### config.mk
export PLATFORM = sky130hd
export DESIGN_NAME = shift_deserializer
export DESIGN_NICKNAME = d
export VERILOG_FILES = /design/src/rtl/shift_deserializer.sv
export SDC_FILE = /design/constraint.sdc
export NUM_CORES = 1
export LEC_CHECK = 0
export CORE_MARGIN = 3
export CORE_UTILIZATION = 30
export DETAILED_ROUTE_END_ITERATION = 7
export HOLD_SLACK_MARGIN = 0.02
export PLACE_DENSITY_LB_ADDON = 0.2
export REMOVE_ABC_BUFFERS = 1
export SETUP_SLACK_MARGIN = 0.4
export SLEW_MARGIN = 25
export SYNTH_ARGS = -nofsm -noshare
export SYNTH_HDL_FRONTEND = slang
export SYNTH_SLANG_ARGS = --single-unit
export TNS_END_PERCENT = 1
### constraint.sdc
create_clock -name clock -period 2.2 [get_ports clock]
set_input_delay 0.22 -clock clock [delete_from_list [all_inputs] [get_ports clock]]
set_output_delay 0.22 -clock clock [all_outputs]
set_load 0.005 [all_outputs]
### src/rtl/shift_deserializer.sv
// shift_deserializer
//   Serial-in/parallel-out receiver. Reassembles N-bit words from a framed
//   serial bit stream, MSB first or LSB first, and presents each word on a
//   valid/ready output port.
//
// Parameters
//   N          word width in bits (N >= 1)
//   MSB_FIRST  1: first received bit lands in data_out[N-1]; 0: in data_out[0]
//
// Ports
//   clock        in   rising-edge clock
//   reset        in   synchronous, active-high reset
//   bit_in       in   serial data bit
//   bit_valid    in   bit_in is sampled on this edge
//   bit_start    in   with bit_valid: this bit is the first bit of a word
//   data_out     out  assembled word, stable while out_valid=1
//   out_valid    out  data_out holds an unconsumed word
//   out_ready    in   consumer accepts the word when out_valid && out_ready
//   busy         out  partial word in progress
//   overrun      out  1-cycle pulse: completed word dropped, output still full
//   frame_error  out  1-cycle pulse: bit_start arrived mid-word
module shift_deserializer #(
    parameter int unsigned N         = 8,
    parameter bit          MSB_FIRST = 1'b1
) (
    input  logic         clock,
    input  logic         reset,
    input  logic         bit_in,
    input  logic         bit_valid,
    input  logic         bit_start,
    output logic [N-1:0] data_out,
    output logic         out_valid,
    input  logic         out_ready,
    output logic         busy,
    output logic         overrun,
    output logic         frame_error
);

    localparam int unsigned     CntW    = $clog2(N + 1);
    localparam logic [CntW-1:0] CntFull = CntW'(N);

    typedef enum logic [0:0] {StIdle, StShift} state_e;

    state_e          state_q;
    logic [N-1:0]    sr_q;
    logic [CntW-1:0] cnt_q;

    logic [N-1:0]    sr_ins;
    logic [CntW-1:0] cnt_next;
    logic            accept;
    logic            restart;
    logic            complete;

    // Shift register contents once the current bit has been inserted.
    generate
        if (N == 1) begin : g_single
            assign sr_ins = bit_in;
        end else if (MSB_FIRST) begin : g_msb
            assign sr_ins = {sr_q[N-2:0], bit_in};
        end else begin : g_lsb
            assign sr_ins = {bit_in, sr_q[N-1:1]};
        end
    endgenerate

    always_comb begin
        // Bits outside a frame are ignored unless they open a new one.
        accept   = bit_valid && (bit_start || (state_q == StShift));
        restart  = bit_valid && bit_start && (state_q == StShift);
        cnt_next = bit_start ? CntW'(1) : cnt_q + CntW'(1);
        complete = accept && (cnt_next == CntFull);
    end

    assign busy = (state_q == StShift);

    always_ff @(posedge clock) begin
        if (reset) begin
            state_q     <= StIdle;
            sr_q        <= '0;
            cnt_q       <= '0;
            data_out    <= '0;
            out_valid   <= 1'b0;
            overrun     <= 1'b0;
            frame_error <= 1'b0;
        end else begin
            overrun     <= 1'b0;
            frame_error <= restart;

            // A restart simply reseeds the count; the stale partial bits are
            // shifted out before the new word can complete.
            if (accept) begin
                sr_q <= sr_ins;
                if (complete) begin
                    state_q <= StIdle;
                    cnt_q   <= '0;
                end else begin
                    state_q <= StShift;
                    cnt_q   <= cnt_next;
                end
            end

            // A completion may reuse the output slot on the same edge it is drained.
            if (complete) begin
                if (!out_valid || out_ready) begin
                    data_out  <= sr_ins;
                    out_valid <= 1'b1;
                end else begin
                    overrun <= 1'b1;
                end
            end else if (out_valid && out_ready) begin
                out_valid <= 1'b0;
            end
        end
    end

endmodule

# Yosys cells after proc, flatten, opt, wreduce, memory -nomap -nowiden
# Cells that the tools add are included.
# W data, S select, Z words.
[totals] ff_bits=23 elab_cells=30
[classes] n_addsub=1 eq_ne=2 mux=7 n_bitwise=1 n_reduce_logical=12
[ops] cell="$mux W4" count=2
[ops] cell="$logic_and A1 B1 Y1" count=5
[ops] cell="$mux W1" count=5
[ops] cell="$add A4 B1 Y4 const B" count=1
[ops] cell="$eq A4 B4 Y1 const B" count=1
[ops] cell="$reduce_and A2 Y1" count=2
[ops] cell="$logic_or A1 B1 Y1" count=2
[ops] cell="$ne A2 B1 Y1 const B" count=1
[ops] cell="$reduce_bool A2 Y1" count=1
[ops] cell="$reduce_or A2 Y1" count=1
[ops] cell="$logic_not A1 Y1" count=1
[ops] cell="$not A1 Y1" count=1

# Logic depth before layout (Yosys ltp)
[logic_depth] depth_word=6 depth_mapped=6 mapped_depth_nobuf=5

# Worst setup path after synthesis
# OpenSTA, ideal clock, no wires.
[synth_timing] kind="register to register" startpoint="register cnt_q[0]" endpoint="register data_out[0]" setup_ps=72 arrival_time_ps=1533 required_ps=2128 slack_ps=596 stages_incl_launch_ff=7 cell_sequence="dfxtp_1 ha_1 xor2_1 nor4b_2 and4b_1 buf_6 mux2i_1"
[synth_via] elab_chain_len=5
[synth_lines] item="start: declaration" line="46" text="logic [CntW-1:0] cnt_q;"
[synth_lines] item="start signal: assignment" line="97" text="cnt_q <= cnt_next;"
[synth_lines] item="$add A4 B1 Y4" line="69" text="cnt_next = bit_start ? CntW'(1) : cnt_q + CntW'(1);"
[synth_lines] item="$mux W4" line="69"
[synth_lines] item="$eq A4 B4 Y1" line="70" text="complete = accept && (cnt_next == CntFull);"
[synth_lines] item="$logic_and A1 B1 Y1" line="70"
[synth_lines] item="$reduce_and A2 Y1 (no source line)"
[synth_lines] item="end signal: assignment" line="104" text="data_out <= sr_ins;"
[synth_lines] item="end: declaration" line="31" text="output logic [N-1:0] data_out,"
# No other way between the ends.
# A chain may end at the register's enable or synchronous reset.

# Final worst setup path
[layout_timing] startpoint="register cnt_q[1]" endpoint="register cnt_q[3]"
[layout_via] elab_chain_len=5
[layout_lines] item="$add A4 B1 Y4 (*)" line="69"
[layout_lines] item="$mux W4 (*)" line="69"
[layout_lines] item="$eq A4 B4 Y1" line="70"
[layout_lines] item="$logic_and A1 B1 Y1" line="70"
[layout_lines] item="$mux W4 (*)" line="92" text="if (complete) begin"
# Mark *: on every way between the ends. The rest lies on a longest branch, timed or not.

==> impl_table.tex <==
\begin{tabular}{lr}
\hline
Metric & Value \\
\hline
\multicolumn{2}{l}{\textbf{Critical path}} \\
\quad Kind of start point of the critical path & register \\
\quad Arrival time worst endpoint & approximately 2.0 ns \\
\quad Required time at the endpoint of the critical path & between 2 and 2.5 ns \\
\quad Critical path fanouts, max & 3 \\
\quad Critical path capture point type & register \\
\quad Startpoint of the lowest-slack register-to-register path & cnt\_q[1] \\
\quad Worst reg2reg path endpoint & cnt\_q[3] \\
\quad Worst Reg2Reg Path Length in Cells & 6 \\
\quad Category of the critical setup timing path & register to register \\
\quad R2R Setup Slk & 0.51 ns \\
\multicolumn{2}{l}{\textbf{Clock tree}} \\
\quad Number of buffers inserted during clock tree synthesis & 3 \\
\quad Root cell of the clock tree & sky130\_fd\_sc\_hd\_\_clkbuf\_4 \\
\quad Count of hold buffers inserted by post-cts repair & 0 \\
\quad Clock H-tree levels & 1 \\
\quad Maximum buffer depth of the clock tree & 2 \\
\quad Clock latency at the later pin of the worst-skew pair & 0.32 ns \\
\quad Clock edge transition at the registers on the reported setup and hold paths & 0.13 ns \\
\quad Clock sink total & 23 \\
\quad Clock tree from TritonCTS & built \\
\multicolumn{2}{l}{\textbf{GRT}} \\
\quad First-pass GRT wire length & 3167 um \\
\quad Total Routing Usage GR & between 10 and 15\% \\
\quad Number of global-route vias before repair & 753 \\
\quad Sum of overflow across all layers after global routing & 0 \\
\quad Maximum number of pins on one net before global-route repair & 25 \\
\quad Antenna violations before repair & 0 \\
\multicolumn{2}{l}{\textbf{Timing}} \\
\quad Setup repair after global routing missed its margin & no \\
\quad Worst Hold Slack & approximately 0.47 ns \\
\quad Worst setup skew after layout & between 0.01 and 0.015 ns \\
\quad Remaining max-slew budget at the tightest pin & between 50\% and 60\% \\
\quad Shortest period the worst path allows & 1.691 ns \\
\quad Measured slew at the worst slew-check pin & $\sim$0.64 ns \\
\quad Fin crit share & 76.89\% \\
\quad Slew Viols, Final & 0 \\
\quad Final worst slack & 0.5085 ns \\
\quad Maximum clock rate & around 590 MHz \\
\quad Final count of hold timing violations & 0 \\
\quad Post-Route Setup TNS & 0 ns \\
\quad Final Setup Violations & 0 \\
\multicolumn{2}{l}{\textbf{Detailed routing}} \\
\quad Antenna Nets Post-Route & 0 \\
\quad Number of vias in the routed layout & 771 \\
\quad Total wire length & 1803 um \\
\quad Routed via count divided by cell count & 4.535 \\
\quad Pre-antenna DRT Iters & 4 \\
\quad Number of DRC markers in iteration 0 & 16 \\
\quad Average routed wire per standard cell & approximately 11 um \\
\quad Residual DRC count & 0 \\
\multicolumn{2}{l}{\textbf{Pwr}} \\
\quad Worst voltage drop across the vdd grid & roughly 0.40 mV \\
\quad Leakage power figure & between 0.0004 and 0.0005 uW \\
\quad Pwr per Cell Area & 554.0 mW/mm\^{}2 \\
\multicolumn{2}{l}{\textbf{Min path}} \\
\quad Hold path start & sr\_q[6] \\
\quad Worst-case hold path end point & sr\_q[6] \\
\quad Depth of the worst hold-timing path & 2 \\
\quad Tightest Hold Check Type & register to register \\
\multicolumn{2}{l}{\textbf{Synth}} \\
\quad Register bit count reported by yosys & 23 \\
\quad Top cell type by total area after synthesis & sky130\_fd\_sc\_hd\_\_dfxtp\_1 \\
\quad Post-synth cell types & 25 \\
\quad Asr flop ratio synth & 0\% \\
\quad Combined area of all synthesized cells & 965.9 um\^{}2 \\
\quad Number of flops mapped to enable cells by yosys & 0 \\
\quad Top cells by instance count after synthesis & sky130\_fd\_sc\_hd\_\_dfxtp\_1, sky130\_fd\_sc\_hd\_\_nand2\_1, sky130\_fd\_sc\_hd\_\_nand2b\_1, sky130\_fd\_sc\_hd\_\_a21oi\_1, sky130\_fd\_sc\_hd\_\_mux2i\_1 \\
\quad Seq/Total Area, Yosys & 47.67\% \\
\quad Mapped Avg Cell Area & $\sim$9 um\^{}2 \\
\quad Ranking of synthesized cells by area & sky130\_fd\_sc\_hd\_\_dfxtp\_1, sky130\_fd\_sc\_hd\_\_nand2b\_1, sky130\_fd\_sc\_hd\_\_mux2i\_1 \\
\quad Synth Flop Type & sky130\_fd\_sc\_hd\_\_dfxtp\_1 \\
\quad Top-area cell type share of the netlist area & 47.67\% \\
\quad Yosys warns & 0 \\
\quad Number of cells produced by synthesis & 107 \\
\quad Cell with the most instances after synthesis & sky130\_fd\_sc\_hd\_\_dfxtp\_1 \\
\multicolumn{2}{l}{\textbf{Die}} \\
\quad Die area & 0.003936 mm\^{}2 \\
\quad Die X-Extent & 62.74 um \\
\quad Row Count & 19 \\
\quad Initial core utilization & roughly a third \\
\quad Die height & 62.74 um \\
\quad Boundary pin count & 18 \\
\quad Standard cell core area & 0.002900 mm\^{}2 \\
\multicolumn{2}{l}{\textbf{Layout}} \\
\quad Number of antenna repair diodes & 0 \\
\quad Layout cells sized above 1 & slightly above 10\% \\
\quad Area growth from synthesis to layout & 28.11\% \\
\quad \# nets final & 136 \\
\quad Count of filler cells inserted in the layout & 319 \\
\multicolumn{2}{l}{\textbf{Placed design}} \\
\quad Total half-perimeter wirelength after legalization and detailed placement & 1273 um \\
\quad Number of port buffers & 17 \\
\quad Minimum setup slack after placement & approximately 0.40 ns \\
\quad GP Congestion & 0.8279 \\
\multicolumn{2}{l}{\textbf{Flow run}} \\
\quad Reported max-cap violation count & 0 \\
\multicolumn{2}{l}{\textbf{Run status}} \\
\quad Status & completed \\
\hline
\end{tabular}
## power by group
| part | internal [uW] | switching, uW | total (uW) | leakage (uW) |
|---|---|---|---|---|
| Sequential | 422 | 6.01 | 428 | 0.000186 |
| Combinational | 30.8 | 28.5 | 59.3 | 0.000205 |
| Clock | 68.2 | 130 | 198 | 0.0000177 |
| Total | 521 | 164 | 686 | 0.000409 |
## final cells by class
type	instances	area, um^2	area share [%]
flip-flops and latches	23	461.7	37.31
well taps	42	52.55	4.247
clock inverters	1	5.005	0.4044
multi-input cells	76	469.2	37.92
clock buffers	3	22.52	1.820
repair buffers	23	219.0	17.69
inverters	2	7.507	0.6067
## registers in the layout, summed over array words and instances, names as in the netlist
signal	count
busy	1
data_out	8
sr_q	7
cnt_q	4
overrun	1
out_valid	1
frame_error	1
## through the flow
step / std cells / total power, uW / utilization (%) / instance area [um^2]
after global placement: 165 / 493.5 / 41.20 / 1195
final: 170 / 685.5 / 42.67 / 1237
after floorplan: 101 / 459.9 / - / 934.6
after CTS: 170 / 698.8 / 42.41 / 1230
after detailed placement: 165 / 495.1 / 41.20 / 1195
after global routing: 170 / 719.0 / 42.67 / 1237
## what timing repair did
action                                  4_1_cts  5_1_grt
gates resized for setup                       0        3
gates cloned                                  0        0
endpoints found under the setup margin        8        9
buffers inserted                              1        0
pin swaps                                     1        2
## how the worst max path moves through the flow
stage	startpoint	to	slack (ns)	depth (start not counted)
after CTS	cnt_q[0]	data_out[0]	0.41	6
after global routing	cnt_q[1]	data_out[2]	0.40	5
after global placement	cnt_q[0]	data_out[1]	0.45	6
final	cnt_q[1]	cnt_q[3]	0.51	6
after detailed placement	cnt_q[0]	data_out[0]	0.40	6
after floorplan	cnt_q[0]	data_out[0]	0.46	5
## kinds of logic after synthesis
| family | after synthesis | synth area share [%] |
|---|---|---|
| AO/OA/AOI/OAI | 17 | 9.455 |
| XOR/XNOR | 2 | 1.814 |
| adder cells (fa/ha/maj) | 1 | 1.295 |
| buffers and inverters | 8 | 4.015 |
| flip-flops | 23 | 47.67 |
| multiplexers | 8 | 8.290 |
| AND/OR/NAND/NOR | 48 | 27.46 |
## cell usage in the layout (no fill, tap or decap)
| cell type | count |
|---|---|
| sky130_fd_sc_hd__a211oi_1 | 1 |
| sky130_fd_sc_hd__a31o_1 | 1 |
| sky130_fd_sc_hd__nand4_1 | 1 |
| sky130_fd_sc_hd__clkdlybuf4s50_1 | 17 |
| sky130_fd_sc_hd__clkinv_2 | 1 |
| sky130_fd_sc_hd__nor3_1 | 1 |
| sky130_fd_sc_hd__nand2b_1 | 17 |
| sky130_fd_sc_hd__mux2i_1 | 8 |
| sky130_fd_sc_hd__nor3b_1 | 1 |
| sky130_fd_sc_hd__nand3_1 | 1 |
| sky130_fd_sc_hd__or4b_1 | 2 |
| sky130_fd_sc_hd__nor2_1 | 4 |
| sky130_fd_sc_hd__a21oi_1 | 13 |
| sky130_fd_sc_hd__buf_4 | 5 |
| sky130_fd_sc_hd__dfxtp_2 | 1 |
| sky130_fd_sc_hd__nand3b_1 | 1 |
| sky130_fd_sc_hd__dfxtp_1 | 22 |
| sky130_fd_sc_hd__and4b_1 | 1 |
| sky130_fd_sc_hd__buf_6 | 1 |
| sky130_fd_sc_hd__xor2_1 | 1 |
| sky130_fd_sc_hd__o21ai_1 | 1 |
| sky130_fd_sc_hd__o21ai_0 | 1 |
| sky130_fd_sc_hd__ha_2 | 1 |
| sky130_fd_sc_hd__nor4b_2 | 1 |
| sky130_fd_sc_hd__nand2_1 | 18 |
| sky130_fd_sc_hd__clkbuf_4 | 3 |
| sky130_fd_sc_hd__xnor2_1 | 1 |
| sky130_fd_sc_hd__inv_1 | 2 |
## routing by layer
layer	vias up	wire [um]	GRT usage (%)
li1	398	-	-
met1	356	770	10.84
met2	12	897	16.91
met3	5	81	3.417
met4	0	53	6.612
met5	-	0	0
## worst max-delay path, cell delays in order, from the launching register on
cell,delay [ns]
sky130_fd_sc_hd__dfxtp_1,0.38
sky130_fd_sc_hd__ha_2,0.21
sky130_fd_sc_hd__xor2_1,0.18
sky130_fd_sc_hd__nor4b_2,0.08
sky130_fd_sc_hd__buf_4,0.14
sky130_fd_sc_hd__or4b_1,0.50
sky130_fd_sc_hd__a21oi_1,0.15
Note: power is estimated with default switching activity, not from simulation.
==> variant (config.mk and constraints unchanged) <==
The parameter `N` goes from 8 to 4.
--- a/src/rtl/shift_deserializer.sv
+++ b/src/rtl/shift_deserializer.sv
@@ -20,7 +20,7 @@
 //   overrun      out  1-cycle pulse: completed word dropped, output still full
 //   frame_error  out  1-cycle pulse: bit_start arrived mid-word
 module shift_deserializer #(
-    parameter int unsigned N         = 8,
+    parameter int unsigned N         = 4,
     parameter bit          MSB_FIRST = 1'b1
 ) (
     input  logic         clock,
Ports: changed (resized data_out); port bits go from 18 to 14. No check against the original RTL was run, so the function may have changed too.
==> variant against the original RTL <==
  * Final cell count is 42% lower
  * Sequential power is 38% lower
  * Maximum frequency is 12% higher
  * Sequential cell count down 9
  * Design area fell by 36%
  * Hold slack got worse by 0.0064 ns
  * Area after synthesis fell by 36%
  * Worst setup slack gained 0.17 ns
  * Wire length is 40% lower
  * Sequential share of layout area shrank 2.0 points
  * Total power down 35%
  * Synthesized cell count shrank 45%
  * Largest power group unchanged
==> variant: results <==
metrics = {
    "detailed_routing": {
        "drt-initial-drc-count": 4,
        "dr_wl_met2_um": 467,
    },
    "pwr": {
        "p_sw_share_pct": 22.6,
        "p_seq_w": 0.000264,
        "ir_drop_mv": 0.214,
        "clk-power_w": 0.000140,
    },
    "yosys": {
        "netlist_top_cells_count": "dfxtp_1 (14), nand2b_1 (9), mux2i_1 (7)",
        "yosysUniqueCellTypes": 24,
    },
    "global_routing": {
        "grtUsageMet2_pct": 12.7,
        "grt_pass1_wl_um": 1750,
        "grt_pass1_vias": 386,
    },
    "place": {
        "gp_congestion": 0.672,
    },
    "finish": {
        "num-nonclk-inverters": 1,
        "clk_share_pct": 2.84,
        "fin_nets": 82,
        "largest_reg_flops": 4,
        "seq_cell_count": 14,
        "buf_share_pct": 17.4,
        "comb.multi_input.count": 41,
        "top_regs": "data_out x4, cnt_q x3, sr_q x3",
        "multi_input_area_um2": 318,
    },
    "cts": {
        "clock_latency_ns": 0.27,
        "clk_pin_slew_ns": 0.08,
        "postCtsSetupRepairBufs": 0,
    },
    "sta": {
        "fin_skew_ns": 0.00182,
    },
    "run_status": {
        "status": "finished, final reports clean",
    },
}
==> variant: cell count changes in the layout (fill, tap and decap cells not counted), sizes merged, moves of 4 or more <==
| cell | change |
|---|---|
| a21oi | -9 |
| dfxtp | -9 |
| clkdlybuf4s50 | -4 |
| buf | -5 |
| nand2 | -17 |
| nand2b | -8 |
==> variant: final timing paths <==
kind | slack (ns) | cells past startpoint | endpoint | start
max | 0.68 | 3 | busy | cnt_q[0]
min reg2reg | 0.46 | 2 | cnt_q[1] | cnt_q[1]
max reg2reg | 0.68 | 3 | busy | cnt_q[0]
min | 0.46 | 2 | cnt_q[1] | cnt_q[1]
==> variant: cells by family after synthesis <==
family / after synthesis / share of synthesized area, %
and+or+nand+nor: 26 / 30.1
DFF: 14 / 45.5
muxes: 7 / 11.4
AOI/OAI and AO/OA: 6 / 6.71
buffers and inverters: 4 / 2.84
xor gates and xnor gates: 1 / 1.42
adders and majority gates: 1 / 2.03
